**config.mk**
```make
export PLATFORM = sky130hd
export DESIGN_NAME = bram0_loader_flat
export DESIGN_NICKNAME = d
export VERILOG_FILES = /design/src/rtl/bram0_loader_if.sv /design/src/rtl/bram0_loader.sv /design/src/flat_wrapper.sv
export SDC_FILE = /design/constraint.sdc
export NUM_CORES = 1
export LEC_CHECK = 0
export CELL_PAD_IN_SITES_DETAIL_PLACEMENT = 1
export CELL_PAD_IN_SITES_GLOBAL_PLACEMENT = 2
export CORE_MARGIN = 2
export CORE_UTILIZATION = 38
export DETAILED_ROUTE_END_ITERATION = 16
export DONT_BUFFER_PORTS = 1
export MAX_ROUTING_LAYER = met4
export PLACE_DENSITY_LB_ADDON = 0.1
export SKIP_CTS_REPAIR_TIMING = 1
export SLEW_MARGIN = 15
export SYNTH_ARGS = -nofsm -noshare
export SYNTH_HDL_FRONTEND = slang
export SYNTH_SLANG_ARGS = --single-unit
```
**constraint.sdc**
```tcl
create_clock -name clk -period 4.5 [get_ports clk]
set_input_delay 0.225 -clock clk [delete_from_list [all_inputs] [get_ports clk]]
set_output_delay 0.225 -clock clk [all_outputs]
set_load 0.01 [all_outputs]
```
**src/rtl/bram0_loader_if.sv**
```systemverilog
// Handshake, control and BRAM0 write bus between the sample source and bram0_loader.
// The master modport is the upstream source and the accessor; the slave modport is the loader.
interface bram0_loader_if #(
  parameter int CNT_BIT       = 31,
  parameter int DWIDTH        = 32,
  parameter int IN_DATA_WIDTH = 8,
  parameter int AWIDTH        = 12
);
  logic                     start_load_i;
  logic [CNT_BIT-1:0]       load_count_i;
  logic                     s_valid_i;
  logic [IN_DATA_WIDTH-1:0] s_data_i;
  logic                     s_ready_o;
  logic                     idle_o;
  logic                     load_o;
  logic                     done_o;
  logic [AWIDTH-1:0]        addr_b0_o;
  logic                     ce_b0_o;
  logic                     we_b0_o;
  logic [DWIDTH-1:0]        d_b0_o;
  logic                     run_start_o;
  logic [CNT_BIT-1:0]       run_count_o;

  modport master (
    output start_load_i, load_count_i, s_valid_i, s_data_i,
    input  s_ready_o, idle_o, load_o, done_o, addr_b0_o, ce_b0_o, we_b0_o,
           d_b0_o, run_start_o, run_count_o
  );

  modport slave (
    input  start_load_i, load_count_i, s_valid_i, s_data_i,
    output s_ready_o, idle_o, load_o, done_o, addr_b0_o, ce_b0_o, we_b0_o,
           d_b0_o, run_start_o, run_count_o
  );
endinterface

```
**src/rtl/bram0_loader.sv**
```systemverilog
// Packs a sample stream into DWIDTH-bit rows and writes them to BRAM0 from address 0,
// then pulses run_start_o with the row count for the accessor.
module bram0_loader #(
  parameter int CNT_BIT       = 31,
  parameter int DWIDTH        = 32,
  parameter int IN_DATA_WIDTH = 8,
  parameter int AWIDTH        = 12,
  parameter int MEM_SIZE      = 4096
) (
  input  logic           clk,
  input  logic           reset,
  bram0_loader_if.slave  bus
);
  localparam int LANES  = DWIDTH / IN_DATA_WIDTH;
  localparam int LANE_W = (LANES > 1) ? $clog2(LANES) : 1;
  localparam logic [CNT_BIT:0]    MAX_N     = (CNT_BIT+1)'(MEM_SIZE * LANES);
  localparam logic [LANE_W-1:0]   LAST_LANE = LANE_W'(LANES - 1);

  typedef enum logic [1:0] {IDLE, LOAD, LAST_WR, DONE} state_t;

  state_t state, state_nxt;

  logic [CNT_BIT-1:0] n_q;
  logic [CNT_BIT-1:0] smp_cnt;
  logic [CNT_BIT-1:0] run_count;
  logic [CNT_BIT-1:0] n_start;
  logic [LANE_W-1:0]  lane;
  logic [AWIDTH-1:0]  row;
  logic [AWIDTH-1:0]  addr;
  logic [DWIDTH-1:0]  row_buf;
  logic [DWIDTH-1:0]  row_ins;
  logic [DWIDTH-1:0]  d;
  logic               ce;
  logic               hs;
  logic               last_smp;
  logic               row_full;

  function automatic logic [CNT_BIT-1:0] clamp_count(input logic [CNT_BIT-1:0] req);
    logic [CNT_BIT:0] wide;
    wide = {1'b0, req};
    return (wide > MAX_N) ? MAX_N[CNT_BIT-1:0] : req;
  endfunction

  // Extra headroom bit keeps n + LANES-1 from wrapping near the top of the counter range.
  function automatic logic [CNT_BIT-1:0] ceil_rows(input logic [CNT_BIT-1:0] n);
    logic [CNT_BIT:0] wide;
    wide = ({1'b0, n} + (CNT_BIT+1)'(LANES - 1)) / (CNT_BIT+1)'(LANES);
    return wide[CNT_BIT-1:0];
  endfunction

  assign n_start  = clamp_count(bus.load_count_i);
  assign hs       = bus.s_valid_i && (state == LOAD);
  assign last_smp = (smp_cnt == n_q - CNT_BIT'(1));
  assign row_full = (lane == LAST_LANE);

  always_comb begin
    row_ins = row_buf;
    row_ins[lane*IN_DATA_WIDTH +: IN_DATA_WIDTH] = bus.s_data_i;
  end

  always_ff @(posedge clk) begin
    if (reset) state <= IDLE;
    else       state <= state_nxt;
  end

  always_comb begin
    state_nxt = state;
    case (state)
      IDLE:    if (bus.start_load_i) state_nxt = (n_start == '0) ? DONE : LOAD;
      LOAD:    if (hs && last_smp)   state_nxt = LAST_WR;
      LAST_WR: state_nxt = DONE;
      DONE:    state_nxt = IDLE;
      default: state_nxt = IDLE;
    endcase
  end

  // Accept stage: the completed row is registered onto the BRAM0 port in the handshake edge.
  always_ff @(posedge clk) begin
    if (reset) begin
      n_q       <= '0;
      smp_cnt   <= '0;
      lane      <= '0;
      row       <= '0;
      ce        <= 1'b0;
      addr      <= '0;
      d         <= '0;
      run_count <= '0;
    end else begin
      ce <= 1'b0;
      if (state == IDLE && bus.start_load_i) begin
        n_q       <= n_start;
        smp_cnt   <= '0;
        lane      <= '0;
        row       <= '0;
        row_buf   <= '0;
        run_count <= ceil_rows(n_start);
      end
      if (hs) begin
        smp_cnt <= smp_cnt + CNT_BIT'(1);
        if (row_full || last_smp) begin
          ce      <= 1'b1;
          addr    <= row;
          d       <= row_ins;
          row     <= row + AWIDTH'(1);
          lane    <= '0;
          row_buf <= '0;
        end else begin
          lane    <= lane + LANE_W'(1);
          row_buf <= row_ins;
        end
      end
    end
  end

  assign bus.s_ready_o   = (state == LOAD);
  assign bus.idle_o      = (state == IDLE);
  assign bus.load_o      = (state == LOAD) || (state == LAST_WR);
  assign bus.done_o      = (state == DONE);
  assign bus.run_start_o = (state == DONE) && (run_count != '0);
  assign bus.run_count_o = run_count;
  assign bus.ce_b0_o     = ce;
  assign bus.we_b0_o     = ce;
  assign bus.addr_b0_o   = addr;
  assign bus.d_b0_o      = d;
endmodule
```
**src/flat_wrapper.sv**
```systemverilog
// flat-port wrapper written by rule: the top's interface ports become plain ports
module bram0_loader_flat 
#(
  parameter int CNT_BIT       = 31,
  parameter int DWIDTH        = 32,
  parameter int IN_DATA_WIDTH = 8,
  parameter int AWIDTH        = 12,
  parameter int MEM_SIZE      = 4096
)
  (clk, reset, bus_start_load_i, bus_load_count_i, bus_s_valid_i, bus_s_data_i, bus_s_ready_o, bus_idle_o, bus_load_o, bus_done_o, bus_addr_b0_o, bus_ce_b0_o, bus_we_b0_o, bus_d_b0_o, bus_run_start_o, bus_run_count_o);
  bram0_loader_if #(.CNT_BIT(CNT_BIT), .DWIDTH(DWIDTH), .IN_DATA_WIDTH(IN_DATA_WIDTH), .AWIDTH(AWIDTH)) bus_i ();
  input  logic clk;
  input  logic reset;
  input wire logic [$bits(bus_i.start_load_i)-1:0] bus_start_load_i;
  input wire logic [$bits(bus_i.load_count_i)-1:0] bus_load_count_i;
  input wire logic [$bits(bus_i.s_valid_i)-1:0] bus_s_valid_i;
  input wire logic [$bits(bus_i.s_data_i)-1:0] bus_s_data_i;
  output wire logic [$bits(bus_i.s_ready_o)-1:0] bus_s_ready_o;
  output wire logic [$bits(bus_i.idle_o)-1:0] bus_idle_o;
  output wire logic [$bits(bus_i.load_o)-1:0] bus_load_o;
  output wire logic [$bits(bus_i.done_o)-1:0] bus_done_o;
  output wire logic [$bits(bus_i.addr_b0_o)-1:0] bus_addr_b0_o;
  output wire logic [$bits(bus_i.ce_b0_o)-1:0] bus_ce_b0_o;
  output wire logic [$bits(bus_i.we_b0_o)-1:0] bus_we_b0_o;
  output wire logic [$bits(bus_i.d_b0_o)-1:0] bus_d_b0_o;
  output wire logic [$bits(bus_i.run_start_o)-1:0] bus_run_start_o;
  output wire logic [$bits(bus_i.run_count_o)-1:0] bus_run_count_o;
  assign bus_i.start_load_i = bus_start_load_i;
  assign bus_i.load_count_i = bus_load_count_i;
  assign bus_i.s_valid_i = bus_s_valid_i;
  assign bus_i.s_data_i = bus_s_data_i;
  assign bus_s_ready_o = bus_i.s_ready_o;
  assign bus_idle_o = bus_i.idle_o;
  assign bus_load_o = bus_i.load_o;
  assign bus_done_o = bus_i.done_o;
  assign bus_addr_b0_o = bus_i.addr_b0_o;
  assign bus_ce_b0_o = bus_i.ce_b0_o;
  assign bus_we_b0_o = bus_i.we_b0_o;
  assign bus_d_b0_o = bus_i.d_b0_o;
  assign bus_run_start_o = bus_i.run_start_o;
  assign bus_run_count_o = bus_i.run_count_o;
  bram0_loader #(.CNT_BIT(CNT_BIT), .DWIDTH(DWIDTH), .IN_DATA_WIDTH(IN_DATA_WIDTH), .AWIDTH(AWIDTH), .MEM_SIZE(MEM_SIZE)) u_core (.clk(clk), .reset(reset), .bus(bus_i));
endmodule
```
**Word-level counts from Yosys, hierarchy flattened**

Index checks and enable logic that the tools add are counted.

- Add/sub/neg operators: 6
- Order comparisons: 1
- Equal/unequal tests: 7
- Shifts and indexed selects: 2
- Multiplexer cells: 18
- Bitwise logic cells: 2
- Reductions and logical operators: 14

Operators by type and width:

| cell | number |
|---|---|
| 2-to-1 mux 32 bit | 3 |
| 2-to-1 mux 31 bit | 3 |
| 2-to-1 mux 12 bit | 3 |
| negator 5 -> 34 bit | 1 |
| variable shift 8 x 34 -> 32 bit (first input constant) | 1 |
| variable part select 8 x 34 -> 32 bit | 1 |
| adder 31 x 2 -> 32 bit (second input constant) | 1 |
| bitwise mux 32 bit | 1 |
| adder 31 x 1 -> 31 bit (second input constant) | 1 |
| equality test 31 bit | 1 |
| greater-than comparator 31 x 15 -> 1 bit (second input constant) | 1 |
| logical NOT 31 bit | 1 |
| nonzero test 31 bit | 1 |
| subtractor 31 x 1 -> 31 bit (second input constant) | 1 |
| adder 12 x 1 -> 12 bit (second input constant) | 1 |
| 2-to-1 mux 2 bit | 6 |
| one-hot mux 2 bit (4 select lines) | 1 |
| equality test 2 bit (second input constant) | 3 |
| AND reduction 2 bit | 3 |
| logical AND 1 bit | 4 |
| adder 2 x 1 -> 2 bit (second input constant) | 1 |
| equality test 2 x 1 -> 1 bit (second input constant) | 1 |
| logical NOT 2 bit | 1 |
| logical OR 1 bit | 2 |
| 6 further kinds | 7 |

- Flip-flop bits (word level): 185
- Input bits: 43
- Output and inout bits: 82

**Depth between registers and ports, before layout**

- Depth after elaboration: 6
- Mapped depth: 13

**Worst setup path before layout**

OpenSTA, ideal clock, no wires.

- Kind: register -> register
- From: reg u_core.n_q[0]
- To: reg u_core.row[2]
- Library setup time: 0.122 ns
- Data arrival time: 3.413 ns
- Required time: 4.378 ns
- Setup slack: 0.965 ns
- Stages on the path, launching flop included: 12
- Buffers on the path: 1
- Clock period less this slack: 3.535 ns
- Path through: dfxtp_1 > inv_1 > ha_1 > or3b_2 > clkbuf_1 > nor4_2 > mux2_2 > nor3_1 > o22ai_1 > o41ai_4 > nand2_4 > a311o_1

- Cells in the longest elaborated chain, start to end: 5

RTL lines:

| what | line | source |
|---|---|---|
| from (decl) | bram0_loader.sv:23 | `logic [CNT_BIT-1:0] n_q;` |
| from (signal assigned) | bram0_loader.sv:91 | `n_q <= n_start;` |
| subtractor 31 x 1 -> 31 bit | bram0_loader.sv:53 | `assign last_smp = (smp_cnt == n_q - CNT_BIT'(1));` |
| equality test 31 bit | bram0_loader.sv:53 |  |
| logical OR 1 bit | bram0_loader.sv:100 | `if (row_full \|\| last_smp) begin` |
| 2-to-1 mux 12 bit | bram0_loader.sv:100 |  |
| 2-to-1 mux 12 bit | bram0_loader.sv:98 | `if (hs) begin` |
| to (signal assigned) | bram0_loader.sv:104 | `row <= row + AWIDTH'(1);` |
| to (decl) | bram0_loader.sv:28 | `logic [AWIDTH-1:0] row;` |

Every way passes these cells.
A chain may end at the register's enable or synchronous reset.

**Worst setup path in the final report**

- From: reg u_core.n_q[0]
- To: reg u_core.row[0]

Same word-level chain as after synthesis.

==> flow_metrics.env <==
export IMPL_relSlewSlack_pct=29.3
export IMPL_first_pass_iters=5
export IMPL_grt_pass1_vias=8593
export IMPL_crit_type="flop to flop"
export IMPL_postSynth_asyncResetShare_pct=0
export IMPL_cp_arrival_ns=4.45
export IMPL_drtIter0Drc=525
export IMPL_netlist_instances=1151
export IMPL_hold_viol_final=1
export IMPL_holdPathStages=3
export IMPL_max_freq_ghz=0.244
export IMPL_dpl_hpwl_mm=19.8
export IMPL_status="finished with violations"
export IMPL_io_buffers=0
export IMPL_cap_violations=0
export IMPL_met1_usage_pct=28.0
export IMPL_grt_busiest_layer="met2"
export IMPL_start_util_pct=38.5
export IMPL_r2r_worst_path_cells=11
export IMPL_cts_root_buf="clkbuf_16"
export IMPL_ctsLongestPathBuffers=2
export IMPL_use_met2_pct=36.9
export IMPL_clk_latency_ns=0.44
export IMPL_die_w_um=163
export IMPL_gp_congestion=0.849
export IMPL_ant_nets=0
export IMPL_worst_hold_slack_ns=-0.00175
export IMPL_min_to="u_core.row[6]$_SDFF_PP0_"
export IMPL_cts_max_level=4
export IMPL_post_route_drc_count=0
export IMPL_synth_net_count=1207
export IMPL_required_ns=4.86
export IMPL_fin_setup_tns_ns=0
export IMPL_leakagePower_nw=3.91
export IMPL_rsz0062_at_grt="false"
export IMPL_die_area_um2=26700
export IMPL_setup_viol=0
export IMPL_via_per_inst=5.82
export IMPL_met3_usage_pct=4.85
export IMPL_synth_simple_area_share_pct=29.4
export IMPL_synth_mux_area_fraction_pct=0.584
export IMPL_placement_rows=58
export IMPL_setup_slack_ns=0.409
export IMPL_post_drt_wl_per_cell_um=20.0
export IMPL_finalCriticalPeriod_ns=4.09
export IMPL_rr_startpoint="u_core.n_q[0]$_SDFFE_PP0P_"
export IMPL_antenna_found_initial=0
export IMPL_n_fill_cell=2957
export IMPL_start_kind="flop"
export IMPL_cts_buffers=17
export IMPL_dr_total_vias=8510
export IMPL_syn_area_um2=9640
export IMPL_wl_mm=29.2
export IMPL_min_delay_start="reset"
export IMPL_cts_clk_slew_worst_paths_ns=0.08
export IMPL_synth_enable_flop_cells=32
export IMPL_grt_util_all_layers_pct=22.4
export IMPL_powerDensity_nw_per_um2=381
export IMPL_fin_nets=1175
export IMPL_grt_pass1_wl_mm=46.6
export IMPL_synth_compound_area_share_pct=16.1
export IMPL_crit_fanout=26
export IMPL_hold_path_class="input port to flop"
export IMPL_yosys_warnings=0
export IMPL_area_growth_pct=9.70
export IMPL_vdd_drop_max_mv=0.231
export IMPL_ys_ff_latch=185
export IMPL_worst_pin_slew_ns=1.06
export IMPL_synth_top_family_by_area="simple AND/OR/NAND/NOR gates"
export IMPL_power_total_mw=4.03
export IMPL_ys_seq_area_share_pct=41.7
export IMPL_grt_max_degree=125
export IMPL_core_area_um2=25000
export IMPL_skew_ns=0.0187
export IMPL_place_area_um2=9810
export IMPL_place_inst=1413
export IMPL_slew_violations=0
export IMPL_timing_rr_end="u_core.row[0]$_SDFF_PP0_"
export IMPL_finalInstanceArea_um2=10600
export IMPL_grt_remaining_overflow=0
export IMPL_final_cell_count_no_fill=1462
export IMPL_yosys_area_share_xor_xnor_pct=4.27
export IMPL_drive_above_1_share_pct=7.77
export IMPL_die_h_um=163
export IMPL_violations="negative hold slack"
export IMPL_synth_avg_cell_area_um2=8.38
export IMPL_synth_fa_ha_area_share_pct=1.69
export IMPL_cts_num_sinks=185
export IMPL_dp_worst_setup_slack_ns=0.433
export IMPL_crit_path_end_kind="flop"
export IMPL_cts_tree="yes"
export IMPL_synth_cell_types=77
export IMPL_min_period_over_period_pct=90.9
export IMPL_ios=125
export IMPL_synth_flop_cell="dfxtp_1"
export IMPL_antenna_cells=0
export IMPL_r2r_slack_ns=0.41
[cell type report]
class                      instances  area [um^2]  area share (%)
clock buffer                      17          425            4.02
clock inverter                    15          160            1.51
inverter                          46          173            1.63
multi-input combinational        834         5040            47.6
sequential                       185         4020            38.0
tap                              330          413            3.90
timing repair buffer              35          348            3.29
[cells in the mapped netlist, types with 9 or more instances]
master    count  area share (%)
buf_6         9             1.1
nand2_1      84             3.3
buf_2         9            0.47
nor3_1       96             5.0
nor2b_1      11            0.71
nand2b_1      9            0.58
ha_1         13             1.7
nand3_1      62             3.2
a21oi_1      88             4.6
or4_1        11            0.86
a22o_1       10            0.91
clkbuf_1     61             2.4
and3_1       73             4.7
nor2_1       68             2.6
nand4_1      25             1.6
dfxtp_1     153              32
inv_1        46             1.8
edfxtp_1     32              10
o211ai_1     16             1.2
xor2_1       21             1.9
nor4_1       33             2.1
o21ai_0      57             3.0
xnor2_1      26             2.4
or3_1        12            0.78
[flip-flops by register name, summed over array words and instances, names as in the netlist]
| signal | count |
|---|---|
| u_core.bus.d_b0_o | 32 |
| u_core.row | 12 |
| u_core.n_q | 31 |
| u_core.state | 2 |
| u_core.bus.ce_b0_o | 1 |
| u_core.lane | 2 |
| u_core.row_buf | 32 |
| u_core.bus.addr_b0_o | 12 |
| u_core.smp_cnt | 31 |
| u_core.bus.run_count_o | 30 |
[worst max-delay path by stage]
stage                                     from                       end  slack, ns  depth (start not counted)
finish              u_core.n_q[0]$_SDFFE_PP0P_  u_core.row[0]$_SDFF_PP0_       0.41                         11
global route        u_core.n_q[0]$_SDFFE_PP0P_  u_core.row[0]$_SDFF_PP0_       0.12                         11
CTS                 u_core.n_q[0]$_SDFFE_PP0P_  u_core.row[0]$_SDFF_PP0_       0.41                         11
detailed placement  u_core.n_q[0]$_SDFFE_PP0P_  u_core.row[0]$_SDFF_PP0_       0.43                         11
global placement    u_core.n_q[0]$_SDFFE_PP0P_  u_core.row[0]$_SDFF_PP0_       0.52                         11
floorplan           u_core.n_q[0]$_SDFFE_PP0P_  u_core.row[2]$_SDFF_PP0_       0.96                         11
[logic make-up (layout without fill, tap and decap cells)]
family | count (synthesis) | count (layout)
AOI/OAI and AO/OA | 245 | 245
xor gates and xnor gates | 47 | 47
adders and majority gates | 13 | 13
buffers and inverters | 132 | 113
DFF | 185 | 185
muxes | 5 | 5
other | 1 | 1
and+or+nand+nor | 523 | 523
[routing by layer]
| layer | wire length, um | part of all wire, % | up-vias |
|---|---|---|---|
| met3 | 1350 | 4.6 | 26 |
| met1 | 13500 | 46 | 4218 |
| met4 | 401 | 1.4 | 0 |
| met5 | 0 | 0 | - |
| li1 | - | - | 4130 |
| met2 | 13900 | 48 | 136 |
[layout by cell type (no fill, tap or decap), types with 25 or more instances in the layout]
cell type and count:
nor4_1 33, o21ai_0 57, edfxtp_1 32, and3_1 73, inv_1 46, nand2_1 83
nand4_1 25, a21oi_1 88, xnor2_1 26, nand3_1 62, dfxtp_1 153, nor2_1 67
nor3_1 96
[through the flow]
step | utilization [%] | hold slack [ns]
3_5_place_dp | 39.2 | 0.305
5_1_grt | 42.3 | 0.00128
3_3_place_gp | 39.2 | 0.302
2_1_floorplan | - | 0.351
6_report | 42.3 | -0.00175
4_1_cts | 41.5 | -0.173
[where the power goes]
part | internal [mW] | switching [mW] | total [mW]
sequential | 1.77 | 0.0407 | 1.81
clock | 0.744 | 0.761 | 1.51
combinational | 0.199 | 0.514 | 0.712
total | 2.71 | 1.32 | 4.03
[critical path, cell delays in order, from the launching register on]
cell and delay (ns):
dfxtp_1 0.37, inv_1 0.08, ha_1 0.28, or3b_2 0.59, nor4_2 0.45, mux2_2 0.39, nor3_1 0.24, o22ai_1 0.18
o41a_2 0.72, buf_4 0.27, or3_1 0.31, a21oi_1 0.14
No activity file was read; power rests on OpenSTA's default activity.
